### config.mk
export PLATFORM = sky130hd
export DESIGN_NAME = victim_cache_ctrl_flat
export DESIGN_NICKNAME = d
export VERILOG_FILES = /design/src/rtl/vc_pkg.sv /design/src/rtl/victim_cache_ctrl_if.sv /design/src/rtl/victim_cache_ctrl.sv /design/src/flat_wrapper.sv
export SDC_FILE = /design/constraint.sdc
export NUM_CORES = 1
export LEC_CHECK = 0
export ABC_AREA = 1
export CAP_MARGIN = 20
export CORE_UTILIZATION = 39
export DETAILED_ROUTE_END_ITERATION = 16
export GPL_TIMING_DRIVEN = 0
export HOLD_SLACK_MARGIN = 0.03
export PLACE_DENSITY = 0.84
export SLEW_MARGIN = 30
export SYNTH_ARGS = -nofsm -noshare
export SYNTH_HDL_FRONTEND = slang
export SYNTH_SLANG_ARGS = --single-unit
### constraint.sdc
create_clock -name clk -period 1.9 [get_ports clk]
set_input_delay 0.19 -clock clk [delete_from_list [all_inputs] [get_ports clk]]
set_output_delay 0.19 -clock clk [all_outputs]
set_load 0.01 [all_outputs]
### src/rtl/vc_pkg.sv
// Shared definitions for the victim cache controller: FSM state encoding and
// default geometry.
package vc_pkg;

  localparam int VC_TAG_WIDTH = 4;
  localparam int VC_NUM_WAYS  = 4;

  typedef enum logic [3:0] {
    ST_IDLE   = 4'd0,
    ST_P_LOOK = 4'd1,
    ST_P_RES  = 4'd2,
    ST_P_INV  = 4'd3,
    ST_I_RD   = 4'd4,
    ST_I_CHK  = 4'd5,
    ST_I_WB   = 4'd6,
    ST_I_WR   = 4'd7,
    ST_I_DIRTY = 4'd8
  } vc_state_e;

endpackage

### src/rtl/victim_cache_ctrl_if.sv
// Bundle of the probe, insert, writeback and tag-store signals of the victim
// cache controller. The slave modport is the controller's own view.
interface victim_cache_ctrl_if #(
  parameter int TAG_WIDTH = vc_pkg::VC_TAG_WIDTH,
  parameter int NUM_WAYS  = vc_pkg::VC_NUM_WAYS
);
  localparam int WAY_W = $clog2(NUM_WAYS);

  logic                 probe_req;
  logic [TAG_WIDTH-1:0] probe_tag;
  logic                 probe_ack;
  logic                 probe_hit;
  logic [WAY_W-1:0]     probe_way;

  logic                 ins_req;
  logic [TAG_WIDTH-1:0] ins_tag;
  logic                 ins_dirty;
  logic                 ins_ack;

  logic                 wb_valid;
  logic                 wb_ready;
  logic [TAG_WIDTH-1:0] wb_tag;
  logic [WAY_W-1:0]     wb_way;

  logic                 ts_write_en;
  logic                 ts_read_en;
  logic                 ts_lookup_en;
  logic                 ts_valid_clear;
  logic                 ts_dirty_set;
  logic [TAG_WIDTH-1:0] ts_tag;
  logic [WAY_W-1:0]     ts_way;

  logic                 ts_hit;
  logic [WAY_W-1:0]     ts_hit_way;
  logic                 ts_valid_read;
  logic                 ts_dirty_read;
  logic [TAG_WIDTH-1:0] ts_tag_read;

  modport slave (
    input  probe_req, probe_tag, ins_req, ins_tag, ins_dirty, wb_ready,
           ts_hit, ts_hit_way, ts_valid_read, ts_dirty_read, ts_tag_read,
    output probe_ack, probe_hit, probe_way, ins_ack, wb_valid, wb_tag, wb_way,
           ts_write_en, ts_read_en, ts_lookup_en, ts_valid_clear, ts_dirty_set,
           ts_tag, ts_way
  );

  modport master (
    output probe_req, probe_tag, ins_req, ins_tag, ins_dirty, wb_ready,
           ts_hit, ts_hit_way, ts_valid_read, ts_dirty_read, ts_tag_read,
    input  probe_ack, probe_hit, probe_way, ins_ack, wb_valid, wb_tag, wb_way,
           ts_write_en, ts_read_en, ts_lookup_en, ts_valid_clear, ts_dirty_set,
           ts_tag, ts_way
  );

endinterface

### src/rtl/victim_cache_ctrl.sv
// Victim cache controller: sequences probe (lookup/invalidate) and insert
// (read victim, optional dirty writeback, write) commands to an external tag store.
module victim_cache_ctrl
  import vc_pkg::*;
#(
  parameter int TAG_WIDTH = VC_TAG_WIDTH,
  parameter int NUM_WAYS  = VC_NUM_WAYS
) (
  input logic                clk,
  input logic                rst,
  victim_cache_ctrl_if.slave bus
);

  localparam int WAY_W = $clog2(NUM_WAYS);

  localparam logic [3:0] IDLE    = ST_IDLE;
  localparam logic [3:0] P_LOOK  = ST_P_LOOK;
  localparam logic [3:0] P_RES   = ST_P_RES;
  localparam logic [3:0] P_INV   = ST_P_INV;
  localparam logic [3:0] I_RD    = ST_I_RD;
  localparam logic [3:0] I_CHK   = ST_I_CHK;
  localparam logic [3:0] I_WB    = ST_I_WB;
  localparam logic [3:0] I_WR    = ST_I_WR;
  localparam logic [3:0] I_DIRTY = ST_I_DIRTY;

  logic [3:0]           state;
  logic [3:0]           state_nxt;
  logic [WAY_W-1:0]     rr_ptr;
  logic [WAY_W-1:0]     hit_way_r;
  logic [TAG_WIDTH-1:0] wb_tag_r;

  always_ff @(posedge clk or posedge rst) begin
    if (rst) begin
      state  <= IDLE;
      rr_ptr <= '0;
    end else begin
      state <= state_nxt;
      if (bus.ins_ack) rr_ptr <= rr_ptr + 1'b1;
    end
  end

  // Operand capture only; every output using these is gated by state, so no reset needed.
  always_ff @(posedge clk) begin
    if (state == P_RES) hit_way_r <= bus.ts_hit_way;
    if (state == I_CHK) wb_tag_r  <= bus.ts_tag_read;
  end

  always_comb begin
    state_nxt          = state;
    bus.probe_ack      = 1'b0;
    bus.probe_hit      = 1'b0;
    bus.probe_way      = '0;
    bus.ins_ack        = 1'b0;
    bus.wb_valid       = 1'b0;
    bus.wb_tag         = '0;
    bus.wb_way         = '0;
    bus.ts_write_en    = 1'b0;
    bus.ts_read_en     = 1'b0;
    bus.ts_lookup_en   = 1'b0;
    bus.ts_valid_clear = 1'b0;
    bus.ts_dirty_set   = 1'b0;
    bus.ts_tag         = '0;
    bus.ts_way         = '0;
    unique case (state)
      IDLE: begin
        if (bus.probe_req)    state_nxt = P_LOOK;
        else if (bus.ins_req) state_nxt = I_RD;
      end
      P_LOOK: begin
        bus.ts_lookup_en = 1'b1;
        bus.ts_tag       = bus.probe_tag;
        state_nxt        = P_RES;
      end
      P_RES: begin
        if (bus.ts_hit) begin
          state_nxt = P_INV;
        end else begin
          bus.probe_ack = 1'b1;
          state_nxt     = IDLE;
        end
      end
      // Hit lines are exclusive: the line moves back to L1, so drop it here.
      P_INV: begin
        bus.ts_valid_clear = 1'b1;
        bus.ts_way         = hit_way_r;
        bus.probe_ack      = 1'b1;
        bus.probe_hit      = 1'b1;
        bus.probe_way      = hit_way_r;
        state_nxt          = IDLE;
      end
      I_RD: begin
        bus.ts_read_en = 1'b1;
        bus.ts_way     = rr_ptr;
        state_nxt      = I_CHK;
      end
      I_CHK: begin
        state_nxt = (bus.ts_valid_read && bus.ts_dirty_read) ? I_WB : I_WR;
      end
      I_WB: begin
        bus.wb_valid = 1'b1;
        bus.wb_tag   = wb_tag_r;
        bus.wb_way   = rr_ptr;
        if (bus.wb_ready) state_nxt = I_WR;
      end
      // The tag store writes the line clean; a dirty victim needs a second strobe.
      I_WR: begin
        bus.ts_write_en = 1'b1;
        bus.ts_tag      = bus.ins_tag;
        bus.ts_way      = rr_ptr;
        if (bus.ins_dirty) begin
          state_nxt = I_DIRTY;
        end else begin
          bus.ins_ack = 1'b1;
          state_nxt   = IDLE;
        end
      end
      I_DIRTY: begin
        bus.ts_dirty_set = 1'b1;
        bus.ts_way       = rr_ptr;
        bus.ins_ack      = 1'b1;
        state_nxt        = IDLE;
      end
      default: state_nxt = IDLE;
    endcase
  end

endmodule

### src/flat_wrapper.sv
// flat-port wrapper written by rule: the top's interface ports become plain ports
module victim_cache_ctrl_flat import vc_pkg::*;
#(
  parameter int TAG_WIDTH = VC_TAG_WIDTH,
  parameter int NUM_WAYS  = VC_NUM_WAYS
)
  (clk, rst, bus_probe_req, bus_probe_tag, bus_ins_req, bus_ins_tag, bus_ins_dirty, bus_wb_ready, bus_ts_hit, bus_ts_hit_way, bus_ts_valid_read, bus_ts_dirty_read, bus_ts_tag_read, bus_probe_ack, bus_probe_hit, bus_probe_way, bus_ins_ack, bus_wb_valid, bus_wb_tag, bus_wb_way, bus_ts_write_en, bus_ts_read_en, bus_ts_lookup_en, bus_ts_valid_clear, bus_ts_dirty_set, bus_ts_tag, bus_ts_way);
  victim_cache_ctrl_if #(.TAG_WIDTH(TAG_WIDTH), .NUM_WAYS(NUM_WAYS)) bus_i ();
  input logic clk;
  input logic rst;
  input wire logic [$bits(bus_i.probe_req)-1:0] bus_probe_req;
  input wire logic [$bits(bus_i.probe_tag)-1:0] bus_probe_tag;
  input wire logic [$bits(bus_i.ins_req)-1:0] bus_ins_req;
  input wire logic [$bits(bus_i.ins_tag)-1:0] bus_ins_tag;
  input wire logic [$bits(bus_i.ins_dirty)-1:0] bus_ins_dirty;
  input wire logic [$bits(bus_i.wb_ready)-1:0] bus_wb_ready;
  input wire logic [$bits(bus_i.ts_hit)-1:0] bus_ts_hit;
  input wire logic [$bits(bus_i.ts_hit_way)-1:0] bus_ts_hit_way;
  input wire logic [$bits(bus_i.ts_valid_read)-1:0] bus_ts_valid_read;
  input wire logic [$bits(bus_i.ts_dirty_read)-1:0] bus_ts_dirty_read;
  input wire logic [$bits(bus_i.ts_tag_read)-1:0] bus_ts_tag_read;
  output wire logic [$bits(bus_i.probe_ack)-1:0] bus_probe_ack;
  output wire logic [$bits(bus_i.probe_hit)-1:0] bus_probe_hit;
  output wire logic [$bits(bus_i.probe_way)-1:0] bus_probe_way;
  output wire logic [$bits(bus_i.ins_ack)-1:0] bus_ins_ack;
  output wire logic [$bits(bus_i.wb_valid)-1:0] bus_wb_valid;
  output wire logic [$bits(bus_i.wb_tag)-1:0] bus_wb_tag;
  output wire logic [$bits(bus_i.wb_way)-1:0] bus_wb_way;
  output wire logic [$bits(bus_i.ts_write_en)-1:0] bus_ts_write_en;
  output wire logic [$bits(bus_i.ts_read_en)-1:0] bus_ts_read_en;
  output wire logic [$bits(bus_i.ts_lookup_en)-1:0] bus_ts_lookup_en;
  output wire logic [$bits(bus_i.ts_valid_clear)-1:0] bus_ts_valid_clear;
  output wire logic [$bits(bus_i.ts_dirty_set)-1:0] bus_ts_dirty_set;
  output wire logic [$bits(bus_i.ts_tag)-1:0] bus_ts_tag;
  output wire logic [$bits(bus_i.ts_way)-1:0] bus_ts_way;
  assign bus_i.probe_req = bus_probe_req;
  assign bus_i.probe_tag = bus_probe_tag;
  assign bus_i.ins_req = bus_ins_req;
  assign bus_i.ins_tag = bus_ins_tag;
  assign bus_i.ins_dirty = bus_ins_dirty;
  assign bus_i.wb_ready = bus_wb_ready;
  assign bus_i.ts_hit = bus_ts_hit;
  assign bus_i.ts_hit_way = bus_ts_hit_way;
  assign bus_i.ts_valid_read = bus_ts_valid_read;
  assign bus_i.ts_dirty_read = bus_ts_dirty_read;
  assign bus_i.ts_tag_read = bus_ts_tag_read;
  assign bus_probe_ack = bus_i.probe_ack;
  assign bus_probe_hit = bus_i.probe_hit;
  assign bus_probe_way = bus_i.probe_way;
  assign bus_ins_ack = bus_i.ins_ack;
  assign bus_wb_valid = bus_i.wb_valid;
  assign bus_wb_tag = bus_i.wb_tag;
  assign bus_wb_way = bus_i.wb_way;
  assign bus_ts_write_en = bus_i.ts_write_en;
  assign bus_ts_read_en = bus_i.ts_read_en;
  assign bus_ts_lookup_en = bus_i.ts_lookup_en;
  assign bus_ts_valid_clear = bus_i.ts_valid_clear;
  assign bus_ts_dirty_set = bus_i.ts_dirty_set;
  assign bus_ts_tag = bus_i.ts_tag;
  assign bus_ts_way = bus_i.ts_way;
  victim_cache_ctrl #(.TAG_WIDTH(TAG_WIDTH), .NUM_WAYS(NUM_WAYS)) u_core (.clk(clk), .rst(rst), .bus(bus_i));
endmodule
==> flow_metrics.tcl, run 1 <==
set metrics [dict create \
    antenna_found_initial 0 \
    cp-start-kind "flip-flop" \
    wl_per_cell_microns 13.1 \
    grt-ovfl-total 0 \
    post-route-util_pct 78.9 \
    end_kind "output port" \
    num_io_pins 46 \
    drc 0 \
    first_pass_iters 5 \
    clockBufferDepth 2 \
    rsz0062_at_grt "true" \
    worstPathArrival_ns 1.65 \
    drive_gt1_share_pct 20.4 \
    first_global_vias 841 \
    row_count 15 \
    crit_start "u_core.state[2]" \
    antenna_left 0 \
    skew_ns 0.00518 \
    core_sq_um 1760 \
    whs_ns 0.151 \
    cts_sinks 12 \
    path_class "flip-flop to output port" \
    p_leak_nw 0.914 \
    grt_pass1_wl_microns 3410 \
    grt_max_degree 8 \
    place_ws_ns -0.00312 \
    worst_slew_pin_slew_ns 0.367 \
    clk_pin_slew_ns 0.08 \
    r2r_cells 3 \
    final_cells 187 \
    p_int_uw 948 \
    vdd_drop_max_v 0.000851 \
    clk-insertion-delay-late_ns 0.28 \
    nets 186 \
    p_seq_share_pct 27.6 \
    area_growth_pct 85.2 \
    yosys_register_bits 12 \
    synth-xor-area-share_pct 1.16 \
    initial_utilization_pct 42.6 \
    synth_top_family_by_area "simple AND/OR/NAND/NOR gates" \
    r2r-start "u_core.state[3]" \
    p_switching_uw 769 \
    routed_wl_microns 2450 \
    netlist_top_cells_area "edfxtp_1, dfrtp_1, nand2_1, inv_1, nor2_1" \
    hold_path.class "input port to async pin" \
    reg2reg_to "u_core.wb_tag_r[1]" \
    timing.fmax_ghz 0.544 \
    ys_seq_area_share_pct 43.9 \
    cts_max_level 1 \
    synth_area_sq_um 752 \
    reg2reg_slack_ns 0.55 \
    synth_compound_area_share_pct 1.83 \
    finalSetupViolations 0 \
    slew_headroom_pct 75.4 \
    synth_simple_gate_area_share_pct 41.6 \
    synth_area_per_cell_sq_um 7.23 \
    layout_worst_path_cycle_share_pct 96.8 \
    antennaDiodeCount 0 \
    die_y_microns 45.9 \
    io_buffers 45 \
    dp_cells 174 \
    cts_tree "yes" \
    drt-initial-drc-count 15 \
    hold_viol 0 \
    synth_nets 127 \
    ys_warn_count 0 \
    cts_made_buffers 3 \
    setup_slack_ns 0.0609 \
    die-area_sq_um 2110 \
    fillCellCount 131 \
    min_period_ns 1.84 \
    track_usage_pct 23.2 \
    p_per_area_nw_per_um2 1230 \
    gp_congestion 0.790 \
    fp.dieW_microns 45.9 \
    p_clk_share_pct 9.9 \
    slew_violations 0 \
    synthAdderAreaFrac_pct 0 \
    ys_types 17 \
    synth_mux_area_share_pct 0 \
    clockRootBuffer "clkbuf_4" \
    setup-tns-final_ns 0 \
    synth_area_leader_cell "edfxtp_1" \
    sw_frac_of_total_pct 44.8 \
    viasPerCell 4.88 \
    cap_violations 0 \
    status "finished, final reports clean" \
    pwr-share-comb_pct 62.5 \
    synth_cells 104 \
    post-synth-top-area-fraction_pct 24.0 \
    crit_end "bus_wb_valid" \
    vias 913 \
    dp_hpwl_microns 1700 \
    critPathMaxFanout 7 \
    crit_required_ns 1.71 \
]
==> layout make-up <==
cell class                 instances  area (sq um)  share of cell area (%)
clock buffer                       4          26.3                    1.89
inverter                          21          78.8                    5.66
timing repair buffer              54           534                    38.4
sequential                        12           334                    24.0
tap                               25          31.3                    2.25
multi-input combinational         70           380                    27.3
buffer                             1          7.51                   0.539
==> worst min path at each step <==
stage                       end  slack (ns)  depth (start not counted)
2_1_floorplan  u_core.rr_ptr[0]       -0.02                          1
3_3_place_gp   u_core.rr_ptr[0]        0.43                          2
3_5_place_dp   u_core.rr_ptr[1]        0.45                          2
4_1_cts         u_core.state[2]        0.15                          2
5_1_grt         u_core.state[2]        0.17                          2
6_report        u_core.state[2]        0.15                          2
==> placed cells by master (no fill, tap or decap) <==
| cell type | netlist | routed |
|---|---|---|
| nand2_1 | 33 | 32 |
| clkdlybuf4s50_1 | 0 | 24 |
| inv_1 | 21 | 18 |
| nor2_1 | 15 | 13 |
| dlymetal6s2s_1 | 0 | 10 |
| buf_4 | 1 | 9 |
| dlygate4sd2_1 | 0 | 9 |
| nand3_1 | 9 | 8 |
| nor2_4 | 2 | 6 |
| edfxtp_1 | 6 | 6 |
| nand2_4 | 2 | 3 |
| inv_2 | 0 | 3 |
| clkbuf_4 | 0 | 3 |
| dfrtp_1 | 6 | 3 |
| dfrtp_2 | 0 | 3 |
| clkbuf_2 | 0 | 2 |
| nand3_4 | 0 | 1 |
| nand2_2 | 1 | 1 |
| xor2_1 | 1 | 1 |
| nand4_1 | 1 | 1 |
| nand3b_1 | 1 | 1 |
| nand3_2 | 1 | 1 |
| o22ai_1 | 1 | 1 |
| o211ai_1 | 1 | 1 |
| clkbuf_1 | 0 | 1 |
| buf_12 | 0 | 1 |
==> critical path, cell delays in order (launching register included) <==
cell	delay, ns
dfrtp_1	0.44
inv_2	0.10
nor2_4	0.17
nand2_4	0.09
inv_1	0.06
clkdlybuf4s50_1	0.52
==> per-stage QoR <==
stage	power (mW)	cell area [sq um]
after floorplan	0.925	752
after global placement	1.29	1230
after detailed placement	1.33	1230
after CTS	1.66	1350
after global routing	1.82	1390
final	1.72	1390
==> routing by layer <==
layer	global-route usage [%]	vias to the layer above	routed length (microns)
met3	7.14	10	130
met4	8.82	0	55
met5	0	-	0
li1	-	431	-
met1	24.4	431	911
met2	42.3	41	1350
==> what timing repair did <==
action / 4_1_cts / 5_1_grt
resized for setup: 25 / 16
endpoints found under the setup margin: 23 / 13
buffers inserted: 7 / 2
hold buffers: 0 / 0
pin swaps: 3 / 1
==> synthesized netlist by cell type (all sizes together) <==
library cell,n
buf,1
dfrtp,6
edfxtp,6
inv,21
nand2,36
nand3,10
nand3b,1
nand4,1
nor2,19
o211ai,1
o22ai,1
xor2,1
==> power groups by stage <==
| stage | logic, mW | registers (mW) | clock network [mW] |
|---|---|---|---|
| global route | 1.16 | 0.477 | 0.188 |
| detailed placement | 0.865 | 0.465 | 0 |
| finish | 1.07 | 0.473 | 0.170 |
| floorplan | 0.480 | 0.446 | 0 |
| global placement | 0.833 | 0.457 | 0 |
| CTS | 1.02 | 0.471 | 0.170 |
==> state kept, by name (all words and copies together) (netlist names) <==
name              count
u_core.state          4
u_core.hit_way_r      2
u_core.rr_ptr         2
u_core.wb_tag_r       4
==> cell families after synthesis <==
kind of cell | Yosys count
AO/OA/AOI/OAI | 2
XOR/XNOR | 1
buffers and inverters | 22
flip-flops | 12
AND/OR/NAND/NOR | 67
(Power assumes the default switching activity.)
==> inputs of run 2 (changes only) <==
--- a/config.mk
+++ b/config.mk
@@ -12,6 +12,7 @@
 export GPL_TIMING_DRIVEN = 0
 export HOLD_SLACK_MARGIN = 0.03
 export PLACE_DENSITY = 0.84
+export RECOVER_POWER = 25
 export SLEW_MARGIN = 30
 export SYNTH_ARGS = -nofsm -noshare
 export SYNTH_HDL_FRONTEND = slang
==> flow_metrics.tcl, run 2 (synthesis results as in run 1) <==
set metrics [dict create \
    antennaDiodeCount 0 \
    crit_required_ns 1.71 \
    hold_path.class "input port to async pin" \
    clk-insertion-delay-late_ns 0.28 \
    clockBufferDepth 2 \
    drc 0 \
    sw_frac_of_total_pct 44.8 \
    hold_buffers 0 \
    die-area_sq_um 2110 \
    reg_top3 "u_core.state (4), u_core.wb_tag_r (4)" \
    first_pass_iters 4 \
    worst_slew_pin_slew_ns 0.366 \
    p_switching_uw 768 \
    post-route-util_pct 78.9 \
    clk_pin_slew_ns 0.08 \
    nets 186 \
    status "finished, final reports clean" \
    p_leak_nw 0.916 \
    num_io_pins 46 \
    worstPathArrival_ns 1.65 \
    p_clk_share_pct 9.9 \
    vdd_drop_max_v 0.000848 \
    cap_violations 0 \
    design_area_sq_um 1390 \
    core_sq_um 1760 \
    hold_viol 0 \
    cp-start-kind "flip-flop" \
    dp_hpwl_microns 1700 \
    routed_wl_microns 2440 \
    drt-initial-drc-count 15 \
    grt-ovfl-total 0 \
    finalSetupViolations 0 \
    critPathMaxFanout 5 \
    pwr-share-comb_pct 62.5 \
    cts_tree "yes" \
    row_count 15 \
    path_class "flip-flop to output port" \
    track_usage_pct 23.2 \
    antenna_found_initial 0 \
    grt_max_degree 8 \
    placed_area_sq_um 1230 \
    dp_cells 174 \
    slew_headroom_pct 75.5 \
    cts_sinks 12 \
    layout_worst_path_cycle_share_pct 96.7 \
    slew_violations 0 \
    skew_ns 0.00486 \
    area_growth_pct 85.2 \
    min_period_ns 1.84 \
    final_common_cell "nand2_1" \
    final_cells 187 \
    io_buffers 45 \
    viasPerCell 4.83 \
    die_y_microns 45.9 \
    rsz0062_at_grt "true" \
    reg2reg_slack_ns 0.55 \
    first_global_vias 841 \
    gp_congestion 0.790 \
    wl_per_cell_microns 13.0 \
    p_per_area_nw_per_um2 1230 \
    vias 904 \
    timing.fmax_ghz 0.544 \
    fp.dieW_microns 45.9 \
    drive_gt1_share_pct 20.4 \
    p_int_uw 945 \
    p_seq_share_pct 27.6 \
    whs_ns 0.287 \
    cts_max_level 1 \
    clockRootBuffer "clkbuf_4" \
    antenna_left 0 \
    grt_pass1_wl_microns 3410 \
    end_kind "output port" \
    layout_common_cells "nand2_1, inv_1, clkdlybuf4s50_1, nor2_1, dlymetal6s2s_1" \
    cts_made_buffers 3 \
    initial_utilization_pct 42.6 \
    p_total_mw 1.71 \
]
run 2: cell count changes in the layout (fill, tap and decap cells not counted), sizes merged:
| cell | previous run | this run |
|---|---|---|
| clkdlybuf4s50 | 24 | 18 |
| dlygate4sd3 | 0 | 6 |
run 2: metrics by stage:
| stage | worst slack (ns) | TNS [ns] |
|---|---|---|
| finish | 0.0623 | 0 |
| global route | -0.0161 | -0.0248 |
| CTS | -0.0618 | -0.0619 |
| detailed placement | -0.00312 | -0.00312 |
| global placement | 0.0551 | 0 |
| floorplan | 0.568 | 0 |
run 2: path summary, 6_finish.rpt:
check                                   from                  end  cells after the start
max reg2reg                  u_core.state[3]   u_core.wb_tag_r[1]                      3
min                                      rst      u_core.state[2]                      2
max                          u_core.state[0]     bus_ts_dirty_set                      4
min in group clk           bus_ts_hit_way[1]  u_core.hit_way_r[1]                      1
min reg2reg                 u_core.rr_ptr[1]     u_core.rr_ptr[1]                      2
max in group asynchronous                rst      u_core.state[1]                      2
run 2: metal layers:
metal	GRT usage, %	wire length (microns)	vias up
met5	0	0	-
met4	8.82	55	0
met3	7.14	127	10
met2	42.3	1350	37
met1	24.4	909	426
li1	-	-	431
run 2: worst max-delay path, cell delays in order, from the launching register on:
cell and delay, ns:
dfrtp_2 0.48, nor2_4 0.16, nand3_4 0.11, inv_1 0.09
clkdlybuf4s50_1 0.53
run 2: layout make-up:
cell class              count  area (sq um)
flip-flops and latches     12           334
plain buffers               1          7.51
multi-input cells          70           380
clock buffers               4          26.3
inverters                  21          78.8
well taps                  25          31.3
fillers                   131           372
repair buffers             54           534
run 2: power by group through the flow:
stage                     combinational [mW]  sequential [mW]  clock, mW
final                                   1.07            0.473      0.170
after global routing                    1.15            0.477      0.188
after CTS                               1.02            0.471      0.170
after detailed placement               0.865            0.465          0
after global placement                 0.833            0.457          0
after floorplan                        0.480            0.446          0
run 2: what timing repair did:
action / 4_1_cts / 5_1_grt
pin swaps: 3 / 1
resized for setup: 25 / 16
setup buffers: 7 / 2
endpoints found under the setup margin: 23 / 13
